**src/rtl/cfg_initiator.sv**
```systemverilog
// cfg_initiator: issues one register read/write at a time onto the
// configuration ring as a head+tail control packet and, for reads, waits
// for the matching read-response head word.
//   clk, rst                      clock, async active-high reset
//   req_*                         host request (accepted on req_valid & req_ready)
//   resp_valid/resp_rdata/resp_err completion pulse, read data, timeout flag
//   cout_data/cout_data_wr        outgoing ring word, gated by cin_ready
//   cin_data/cin_data_wr          returning ring word
//   stray_cnt                     saturating count of unconsumed returned heads
module cfg_initiator #(
  parameter logic [7:0]  SMID    = 8'd1,
  parameter logic [15:0] TIMEOUT = 16'd1024
) (
  input  logic         clk,
  input  logic         rst,
  input  logic         req_valid,
  input  logic         req_wr,
  input  logic [7:0]   req_dmid,
  input  logic [31:0]  req_addr,
  input  logic [31:0]  req_wdata,
  output logic         req_ready,
  output logic         resp_valid,
  output logic [31:0]  resp_rdata,
  output logic         resp_err,
  output logic [133:0] cout_data,
  output logic         cout_data_wr,
  input  logic         cin_ready,
  input  logic [133:0] cin_data,
  input  logic         cin_data_wr,
  output logic [15:0]  stray_cnt
);

  typedef enum logic [2:0] {
    S_IDLE,
    S_HEAD,
    S_TAIL,
    S_WAIT_RSP,
    S_DONE
  } state_t;

  localparam logic [133:0] TAIL_WORD = {2'b10, 132'd0};

  state_t        state;
  logic [11:0]   seq_cnt;
  logic [11:0]   pkt_seq;
  logic          pkt_wr;
  logic [7:0]    pkt_dmid;
  logic [31:0]   pkt_addr;
  logic [31:0]   pkt_wdata;
  logic [15:0]   timer;
  logic [31:0]   rdata_q;
  logic          err_q;

  logic          cin_head;
  logic          rsp_match;
  logic [133:0]  head_word;

  always_comb begin
    cin_head  = cin_data_wr && (cin_data[133:132] == 2'b01);
    rsp_match = cin_head &&
                (cin_data[127:124] == 4'b1011) &&
                (cin_data[103:96]  == SMID) &&
                (cin_data[123:112] == pkt_seq) &&
                (state == S_WAIT_RSP);
    head_word = {2'b01, 4'h0, (pkt_wr ? 4'b0010 : 4'b0001), pkt_seq, SMID,
                 pkt_dmid, pkt_addr, 32'h0, pkt_wdata};
  end

  always_ff @(posedge clk or posedge rst) begin
    if (rst) begin
      state        <= S_IDLE;
      seq_cnt      <= '0;
      pkt_seq      <= '0;
      pkt_wr       <= 1'b0;
      pkt_dmid     <= '0;
      pkt_addr     <= '0;
      pkt_wdata    <= '0;
      timer        <= '0;
      rdata_q      <= '0;
      err_q        <= 1'b0;
      req_ready    <= 1'b0;
      resp_valid   <= 1'b0;
      resp_rdata   <= '0;
      resp_err     <= 1'b0;
      cout_data    <= '0;
      cout_data_wr <= 1'b0;
      stray_cnt    <= '0;
    end else begin
      cout_data_wr <= 1'b0;
      cout_data    <= '0;
      resp_valid   <= 1'b0;

      if (cin_head && !rsp_match && (stray_cnt != '1))
        stray_cnt <= stray_cnt + 16'd1;

      case (state)
        S_IDLE: begin
          if (req_valid && req_ready) begin
            req_ready <= 1'b0;
            pkt_seq   <= seq_cnt;
            seq_cnt   <= seq_cnt + 12'd1;
            pkt_wr    <= req_wr;
            pkt_dmid  <= req_dmid;
            pkt_addr  <= req_addr;
            pkt_wdata <= req_wr ? req_wdata : 32'h0;
            rdata_q   <= '0;
            err_q     <= 1'b0;
            state     <= S_HEAD;
          end else begin
            req_ready <= 1'b1;
          end
        end
        S_HEAD: begin
          if (cin_ready) begin
            cout_data    <= head_word;
            cout_data_wr <= 1'b1;
            state        <= S_TAIL;
          end
        end
        S_TAIL: begin
          if (cin_ready) begin
            cout_data    <= TAIL_WORD;
            cout_data_wr <= 1'b1;
            timer        <= '0;
            state        <= pkt_wr ? S_DONE : S_WAIT_RSP;
          end
        end
        S_WAIT_RSP: begin
          if (rsp_match) begin
            rdata_q <= cin_data[31:0];
            err_q   <= 1'b0;
            state   <= S_DONE;
          end else if (timer == (TIMEOUT - 16'd1)) begin
            rdata_q <= '1;
            err_q   <= 1'b1;
            state   <= S_DONE;
          end else begin
            timer <= timer + 16'd1;
          end
        end
        S_DONE: begin
          resp_valid <= 1'b1;
          resp_rdata <= rdata_q;
          resp_err   <= err_q;
          state      <= S_IDLE;
        end
        default: state <= S_IDLE;
      endcase
    end
  end

endmodule
```
**config.mk**
```make
export PLATFORM = sky130hd
export DESIGN_NAME = cfg_initiator
export DESIGN_NICKNAME = d
export VERILOG_FILES = /design/src/rtl/cfg_initiator.sv
export SDC_FILE = /design/constraint.sdc
export NUM_CORES = 1
export LEC_CHECK = 0
export CAP_MARGIN = 10
export CORE_MARGIN = 1
export CORE_UTILIZATION = 41
export CTS_CLUSTER_DIAMETER = 80
export CTS_CLUSTER_SIZE = 30
export DETAILED_ROUTE_END_ITERATION = 12
export PLACE_DENSITY = 0.77
export SLEW_MARGIN = 20
export SYNTH_ARGS = -nofsm -noshare
export SYNTH_HDL_FRONTEND = slang
export SYNTH_SLANG_ARGS = --single-unit
export TNS_END_PERCENT = 50
```
**constraint.sdc**
```tcl
create_clock -name clk -period 8.8 [get_ports clk]
set_clock_uncertainty 0.1 [all_clocks]
set_input_delay 0.88 -clock clk [delete_from_list [all_inputs] [get_ports clk]]
set_output_delay 0.88 -clock clk [all_outputs]
set_load 0.01 [all_outputs]
```
==> impl_metrics.yaml, run 1 <==
sta:
  finalHoldViolCount: 0
  timing.final.ws_setup_ps: 5363
  worstMarginPinSlew_ps: 886.1
  finalCritPeriodShare: 0.3906
  hold_ws_ps: 367.0
  grt_setup_unrepaired: "no"
  tns_ps: 0
  final_max_slew_viol_count: 0
  timing.fmax_ghz: 0.2909
  setup_viol: 0
  slew_headroom: 0.4093
  post-route-min-period_ps: 3437
critical_path:
  rrSetupSlack_ps: 5890
  slowest_stage: "nor4_1"
  crit_top_cell: "nor4_1"
  cp.required_ps: 9120
  cp.arrival_ps: 3760
  worstPathMaxFanout: 32
  timing.rr.start: "pkt_seq[3]"
  worstSetupStartpointType: "input port"
  critPathKind: "input port to register"
  r2r-end: "rdata_q[23]"
  r2r_cells: 7
  cp-end-kind: "register"
  cp_cell_sequence: "clkdlybuf4s50_1, nor4_1, nand4_1, nor4_1, nor2_1, nor2_2, buf_4, o221a_2"
  slowest_delay_ps: 740
placement:
  dp_cells: 1618
  placed_area_sq_mm: 0.01443
  portBuffers: 276
  hpwl_microns: 17790
  gp_congestion: 0.7896
  dpl_worst_slack_ps: 4701
global_routing:
  grt_max_degree: 113
  grt_antenna_before_repair: 2
  grt_use_total: 0.1835
  grt_first_pass_wirelength_microns: 41990
  overflow: 0
  grt_pass1_vias: 7800
final_layout:
  fin_cells: 1647
  design_area_sq_mm: 0.01497
  syn2layout_area_growth_pct: 30.38
  drive_above_1_share: 0.09427
  utilization: 0.5507
  final_nets: 1480
detailed_routing:
  num_vias: 7949
  totalWireLength_microns: 26410
  first_iter_violations: 508
  first_pass_iters: 4
  ant_nets: 0
  wl_per_cell_microns: 16.03
  post-route-drc-count: 0
  viasPerCell: 4.826
cts:
  holdBufCountCts: 0
  postCtsResizedCells: 0
  cts.clk_slew.worst_paths_ps: 100
  post-cts-setup-buffer-count: 0
  clock-sinks: 289
  htreeDepth: 1
  cts-buffers-inserted: 16
  cts_buffer_depth: 3
  root_buffer: "clkbuf_16"
  cts_tree: "yes"
  clock_latency_ps: 520
die:
  die_h_microns: 169.3
  placementRows: 60
  die_area_sq_mm: 0.02867
  die_w_microns: 169.3
  start_util: 0.4224
  io_pins: 398
  coreArea_sq_mm: 0.02718
synth:
  synth_area_leader_cell: "dfrtp_1"
  synth_edf_count: 0
  synthFlopType: "dfrtp_1"
  syn_area_sq_mm: 0.01148
  avgSynthCellArea_sq_um: 11.34
  async_reset_ff_frac: 1.000
  synth_top_cell_area_share: 0.6300
  netlist_instances: 1012
  synthDistinctLibCells: 51
  synth-seq-cells: 289
  synthTopCellsByArea: "dfrtp_1, nand2_1, and2_1, mux2_2, buf_4"
  ys_top_cells_by_count: "dfrtp_1, nand2_1, and2_1"
  ys_warn_count: 0
  synth_most_common_cell: "dfrtp_1"
  ys_seq_area_frac: 0.6300
power_and_ir_drop:
  p_leak_nw: 7.082
  design_power_total_mw: 3.331
  irDropWorstVdd_mv: 0.1136
  p_comb_frac: 0.243
  power_frac_clock: 0.247
  seqPwrFrac: 0.509
  internal-power_mw: 2.287
  p_per_area_mw_per_mm2: 222.6
  switching_share: 0.3136
  switchingPower_mw: 1.045
run:
  maxCapViolCount: 0
worst_hold_path:
  hold_path_end: "pkt_wdata[23]"
  hold_path_class: "register to register"
  worstHoldStart: "pkt_wdata[23]"
  hold_depth: 2
run_status:
  status: "finished clean"
-- cell type report --
type	instances	area, sq um
repair buffers	288	2878
clock inverters	7	80.08
multi-input cells	666	3855
flip-flops and latches	289	7232
fillers	2327	12210
diodes	2	5.005
inverters	4	18.77
well taps	372	465.4
clock buffers	19	432.9
-- power groups by stage --
| stage | clock, mW | sequential, mW | combinational, mW |
|---|---|---|---|
| after global routing | 0.911 | 1.73 | 0.901 |
| final | 0.824 | 1.70 | 0.811 |
| after global placement | 0 | 1.71 | 0.805 |
| after CTS | 0.857 | 1.70 | 0.828 |
| after floorplan | 0 | 1.72 | 0.482 |
| after detailed placement | 0 | 1.72 | 0.825 |
-- layout by cell type (no fill, tap or decap), types with 3 or more instances in the layout --
cell type,count
and2_1,87
mux2_2,34
nand3_1,54
a21oi_1,9
o221a_2,32
and3_1,5
a211o_1,4
ha_1,3
o211ai_1,3
or3_1,5
nor4_1,5
nand2_1,256
clkbuf_16,17
or2_2,3
nor3_1,8
o21ai_0,3
clkdlybuf4s50_1,276
nand4_1,14
a21o_1,5
nor2_1,14
dfrtp_1,289
xnor2_1,34
inv_1,3
buf_4,10
o21ai_1,4
conb_1,45
xor2_1,8
-- worst max-delay path: cells and delay by family --
kind	cells	cell delay [ps]
and+or+nand+nor	5	1830
buffers and inverters	2	760
AOI/OAI and AO/OA	1	260
-- registers in the layout, summed over array words and instances, names as in the netlist --
signal and count:
err_q 1, pkt_wdata 32, state 3, resp_rdata 32, seq_cnt 12, cout_data_wr 1
cout_data 88, resp_err 1, pkt_addr 32, timer 16, stray_cnt 16, rdata_q 32
pkt_wr 1, pkt_dmid 8, req_ready 1, resp_valid 1, pkt_seq 12
-- logic make-up after synthesis --
| family | share of synthesized area |
|---|---|
| AND/OR/NAND/NOR | 0.1980 |
| flip-flops | 0.6300 |
| buffers and inverters | 0.05155 |
| AO/OA/AOI/OAI | 0.05145 |
| XOR/XNOR | 0.03204 |
| multiplexers | 0.03335 |
| adder cells (fa/ha/maj) | 0.003270 |
| other | 0.0003267 |
-- how the worst max path moves through the flow --
stage / cells after the start / to / slack, ps / start
finish: 8 / rdata_q[23] / 5360 / cin_data[97]
global route: 8 / rdata_q[23] / 5120 / cin_data[99]
CTS: 8 / rdata_q[16] / 5220 / cin_data[99]
detailed placement: 8 / rdata_q[23] / 4700 / cin_data[99]
global placement: 6 / stray_cnt[1] / 4600 / cin_data[99]
floorplan: 1 / cout_data[0] / 3990 / rst
-- metal layers --
| layer | GRT usage | part of all wire | vias to the layer above |
|---|---|---|---|
| met3 | 0.02729 | 0.059 | 32 |
| met1 | 0.2571 | 0.44 | 3874 |
| met4 | 0.04740 | 0.018 | 2 |
| met2 | 0.2992 | 0.48 | 270 |
| met5 | 0 | 0.00049 | - |
| li1 | - | - | 3771 |
No activity file was read; power rests on OpenSTA's default activity.
==> run 2: changes to the inputs <==
- clock period: 8.8 -> 2.8 ns (I/O delays scaled with it)
==> run 2 against run 1 <==
Effect of this change:
- register-to-register slack worse by 5800 ps
- critical path depth down 1
- utilization up 0.64 points
- flip-flop and latch count unchanged
- worst hold slack worse by 170 ps
- critical path type is now register to register
- largest power group unchanged
==> impl_metrics.yaml, run 2 (synthesis gave the netlist of run 1 again) <==
run_status:
  status: "finished clean"
detailed_routing:
  wl_per_cell_microns: 15.93
  num_vias: 8018
  wl_met3_microns: 1544
  ant_nets: 0
  viasPerCell: 4.827
  post-route-drc-count: 0
  first_iter_violations: 521
  totalWireLength_microns: 26460
  wl_met1_microns: 11880
  wl_met2_microns: 12430
  first_pass_iters: 5
  top_layer_used: "met5"
cts:
  cts_buffer_depth: 3
  root_buffer: "clkbuf_16"
  cts-buffers-inserted: 15
  clock_latency_ps: 500
  cts_tree: "yes"
  htreeDepth: 1
  cts.clk_slew.worst_paths_ps: 110
  clock-sinks: 289
final_layout:
  final_common_cell: "dfrtp_1"
  final_nets: 1497
  largest_register_ffs: 88
  regMostFlops: "cout_data"
  design_area_sq_mm: 0.01514
  utilization: 0.5571
  antenna_cells: 0
  syn2layout_area_growth_pct: 31.88
  fin_cells: 1661
  final_cell_mix: "dfrtp_1, clkdlybuf4s50_1, nand2_1, and2_1, nand3_1"
  drive_above_1_share: 0.1055
  fillCellCount: 2328
power_and_ir_drop:
  design_power_total_mw: 10.49
  p_per_area_mw_per_mm2: 693.1
  irDropWorstVdd_mv: 0.3869
  p_leak_nw: 7.178
sta:
  setup_viol: 0
  timing.fmax_ghz: 0.3680
  slew_headroom: 0.5907
  tns_ps: 0
  timing.final.ws_setup_ps: 82.89
  post-route-min-period_ps: 2717
  grt_setup_unrepaired: "no"
  hold_ws_ps: 197.8
  final_max_slew_viol_count: 0
  worstMarginPinSlew_ps: 613.9
  finalCritPeriodShare: 0.9704
  finalHoldViolCount: 0
placement:
  hpwl_microns: 18240
  gp_congestion: 0.8299
  dpl_worst_slack_ps: -170.3
  dp_cells: 1636
  placed_area_sq_mm: 0.01465
  portBuffers: 276
worst_hold_path:
  hold_depth: 3
  hold_path_class: "input port to register"
  worstHoldStart: "req_addr[16]"
  hold_path_end: "pkt_addr[16]"
critical_path:
  worstSetupStartpointType: "register"
  r2r-end: "rdata_q[28]"
  critPathKind: "register to register"
  timing.rr.start: "pkt_seq[2]"
  cp.arrival_ps: 2990
  cp.required_ps: 3070
  worstPathMaxFanout: 33
  r2r_cells: 7
  worstSetupStartpoint: "pkt_seq[2]"
  cp-end-kind: "register"
  rrSetupSlack_ps: 80
die:
  die_h_microns: 169.3
  io_pins: 398
  die_w_microns: 169.3
  coreArea_sq_mm: 0.02718
  die_area_sq_mm: 0.02867
  start_util: 0.4224
  placementRows: 60
global_routing:
  grt_max_degree: 92
  grt_pass1_vias: 7823
  grt_use_total: 0.1857
  overflow: 0
  grt_antenna_before_repair: 1
  grt_first_pass_wirelength_microns: 42640
run:
  maxCapViolCount: 0
run 2: area by class of cell:
type / count / area, sq um / share of cell area
inverters: 4 / 18.77 / 0.001240
clock buffers: 15 / 375.4 / 0.02479
well taps: 372 / 465.4 / 0.03074
clock inverters: 9 / 106.4 / 0.007025
repair buffers: 306 / 3090 / 0.2041
flip-flops and latches: 289 / 7232 / 0.4777
multi-input cells: 666 / 3851 / 0.2544
run 2: where the power goes:
part           internal, mW  switching [mW]
registers              4.91           0.423
clock network          1.12            1.39
logic                  1.19            1.45
total                  7.23            3.27
run 2: worst max-delay path by stage:
stage	endpoint	slack, ps
2_1_floorplan	cout_data[0]	-1410
3_5_place_dp	rdata_q[28]	-170
4_1_cts	rdata_q[28]	110
3_3_place_gp	rdata_q[12]	-150
6_report	rdata_q[28]	80
5_1_grt	rdata_q[17]	5
run 2: layer usage:
layer  track usage  up-vias
li1              -     3787
met1        0.2606     3934
met2        0.3008      257
met3       0.02729       38
met4       0.05210        2
met5             0        -
run 2: what timing repair did:
| action | 4_1_cts | 5_1_grt |
|---|---|---|
| hold buffers | 1 | 0 |
| setup buffers | 0 | 0 |
| resized for setup | 0 | 0 |
| endpoints found under the hold margin | 7 | 0 |
run 2: critical path, stage by stage, from the launching register on:
cell and delay (ps):
dfrtp_1 430, xor2_1 170, or4b_2 670, nor4_1 440, buf_4 210, nand2_1 90, buf_12 210, o221a_2 260
==> run 3: changes to the inputs <==
- CORE_UTILIZATION: 41 -> 45
- PLACE_DENSITY: 0.77 -> 0.8
- clock period: 2.8 -> 3.1 ns (I/O delays scaled with it)
==> run 3 against run 2 <==
Effect of this change:
- via count up 0.91%
- flip-flop and latch count unchanged
- clock power decreased by 13%
- fmax increased by 6.4%
- largest power group unchanged
- worst hold slack lost 140 ps
- first-iteration DRC count up 14%
==> impl_metrics.yaml, run 3 (synthesis gave the netlist of run 1 again) <==
global_routing:
  top_usage_layer: "met2"
  grt_first_pass_wirelength_microns: 42340
  gr-usage-met2: 0.3348
  grt_pass1_vias: 7903
  overflow: 0
  grt_util_met1: 0.2806
  grt_max_degree: 82
  grt_use_total: 0.2024
  grt_use_met3: 0.02835
  grt_antenna_before_repair: 0
sta:
  tns_ps: 0
  slew_headroom: 0.5190
  worstMarginPinSlew_ps: 721.5
  timing.fmax_ghz: 0.3915
  finalCritPeriodShare: 0.8240
  finalHoldViolCount: 0
  grt_setup_unrepaired: "no"
  hold_ws_ps: 61.29
  final_max_slew_viol_count: 0
  setup_viol: 0
  post-route-min-period_ps: 2555
final_layout:
  multi_input_area_sq_mm: 0.003855
  final_cell_mix: "dfrtp_1, clkdlybuf4s50_1, nand2_1, and2_1, nand3_1"
  antenna_cells: 0
  fin_cells: 1604
  design_area_sq_mm: 0.01497
  regMostFlops: "cout_data"
  drive_above_1_share: 0.09655
  largest_register_ffs: 88
  regArea_sq_mm: 0.007232
  fillCellCount: 2065
  final_nets: 1483
  utilization: 0.5960
  syn2layout_area_growth_pct: 30.37
  final_common_cell: "dfrtp_1"
critical_path:
  cp.arrival_ps: 2840
  cp.required_ps: 3380
  worstSetupStartpoint: "pkt_seq[2]"
  critPathKind: "register to register"
  r2r-end: "rdata_q[31]"
  worstSetupStartpointType: "register"
  r2r_cells: 7
  cp-end-kind: "register"
  timing.rr.start: "pkt_seq[2]"
  rrSetupSlack_ps: 550
  worstPathMaxFanout: 33
power_and_ir_drop:
  p_leak_nw: 7.109
  irDropWorstVdd_mv: 0.4645
  p_per_area_mw_per_mm2: 626.7
run_status:
  status: "finished clean"
die:
  die_w_microns: 161.7
  placementRows: 58
  coreArea_sq_mm: 0.02511
  start_util: 0.4572
  die_h_microns: 161.7
  die_area_sq_mm: 0.02615
  io_pins: 398
placement:
  portBuffers: 276
  placed_area_sq_mm: 0.01451
  dp_cells: 1582
  hpwl_microns: 18260
  gp_congestion: 0.8143
detailed_routing:
  first_pass_iters: 5
  num_vias: 8091
  post-route-drc-count: 0
  viasPerCell: 5.044
  first_iter_violations: 592
  wl_per_cell_microns: 16.35
  totalWireLength_microns: 26220
  ant_nets: 0
cts:
  holdBufCountCts: 0
  cts_buffer_depth: 3
  postCtsResizedCells: 0
  cts-buffers-inserted: 14
  root_buffer: "clkbuf_16"
  cts_tree: "yes"
  htreeDepth: 1
  clock_latency_ps: 500
  cts.clk_slew.worst_paths_ps: 110
  post-cts-setup-buffer-count: 0
  clock-sinks: 289
worst_hold_path:
  hold_path_class: "input port to async pin"
run:
  maxCapViolCount: 0
==> run 3: cell types whose count changed in the layout (fill, tap and decap cells not counted), sizes merged <==
cell and change:
inv -1, clkinv -1, buf -12, dlygate4sd3 -1
==> run 3: worst max-delay path by stage <==
stage                     depth (start not counted)  slack (ps)      endpoint
after floorplan                                   1       -1140  cout_data[0]
after global placement                            7         140  stray_cnt[1]
after detailed placement                          7         210      timer[0]
after CTS                                         6         550      timer[0]
after global routing                              5         420  stray_cnt[1]
final                                             7         550   rdata_q[31]
==> run 3: through the flow <==
| step | power [mW] | setup slack (ps) |
|---|---|---|
| 2_1_floorplan | 6.259 | -1143 |
| 3_3_place_gp | 7.214 | 135.8 |
| 3_5_place_dp | 7.311 | 205.2 |
| 4_1_cts | 9.501 | 548.5 |
| 5_1_grt | 9.943 | 422.4 |
| 6_report | 9.379 | 545.5 |
==> run 3: worst max-delay path: stages, from the launching register on <==
cell and delay, ps:
dfrtp_1 440, xor2_1 170, or4b_2 690, nor4_1 280, buf_4 180, nand2_1 90, buf_12 220, o221a_2 270
==> run 3: area by class of cell <==
type | instances | share of cell area
sequential | 289 | 0.4832
clock inverter | 7 | 0.005434
inverter | 4 | 0.001254
tap | 330 | 0.02759
multi-input combinational | 666 | 0.2576
timing repair buffer | 293 | 0.1998
clock buffer | 15 | 0.02508
==> run 3: metal layers <==
metal  share of wire  vias up
met5               0        -
met2            0.49      260
met1            0.43     4024
met3           0.058       36
li1                -     3771
met4           0.023        0
==> run 3: report_power, final <==
group / total [mW] / switching [mW] / internal, mW / leakage (nW)
Clock: 2.20 / 1.20 / 0.991 / 0.222
Sequential: 4.83 / 0.394 / 4.43 / 3.91
Combinational: 2.36 / 1.31 / 1.04 / 2.97
Total: 9.38 / 2.91 / 6.47 / 7.11
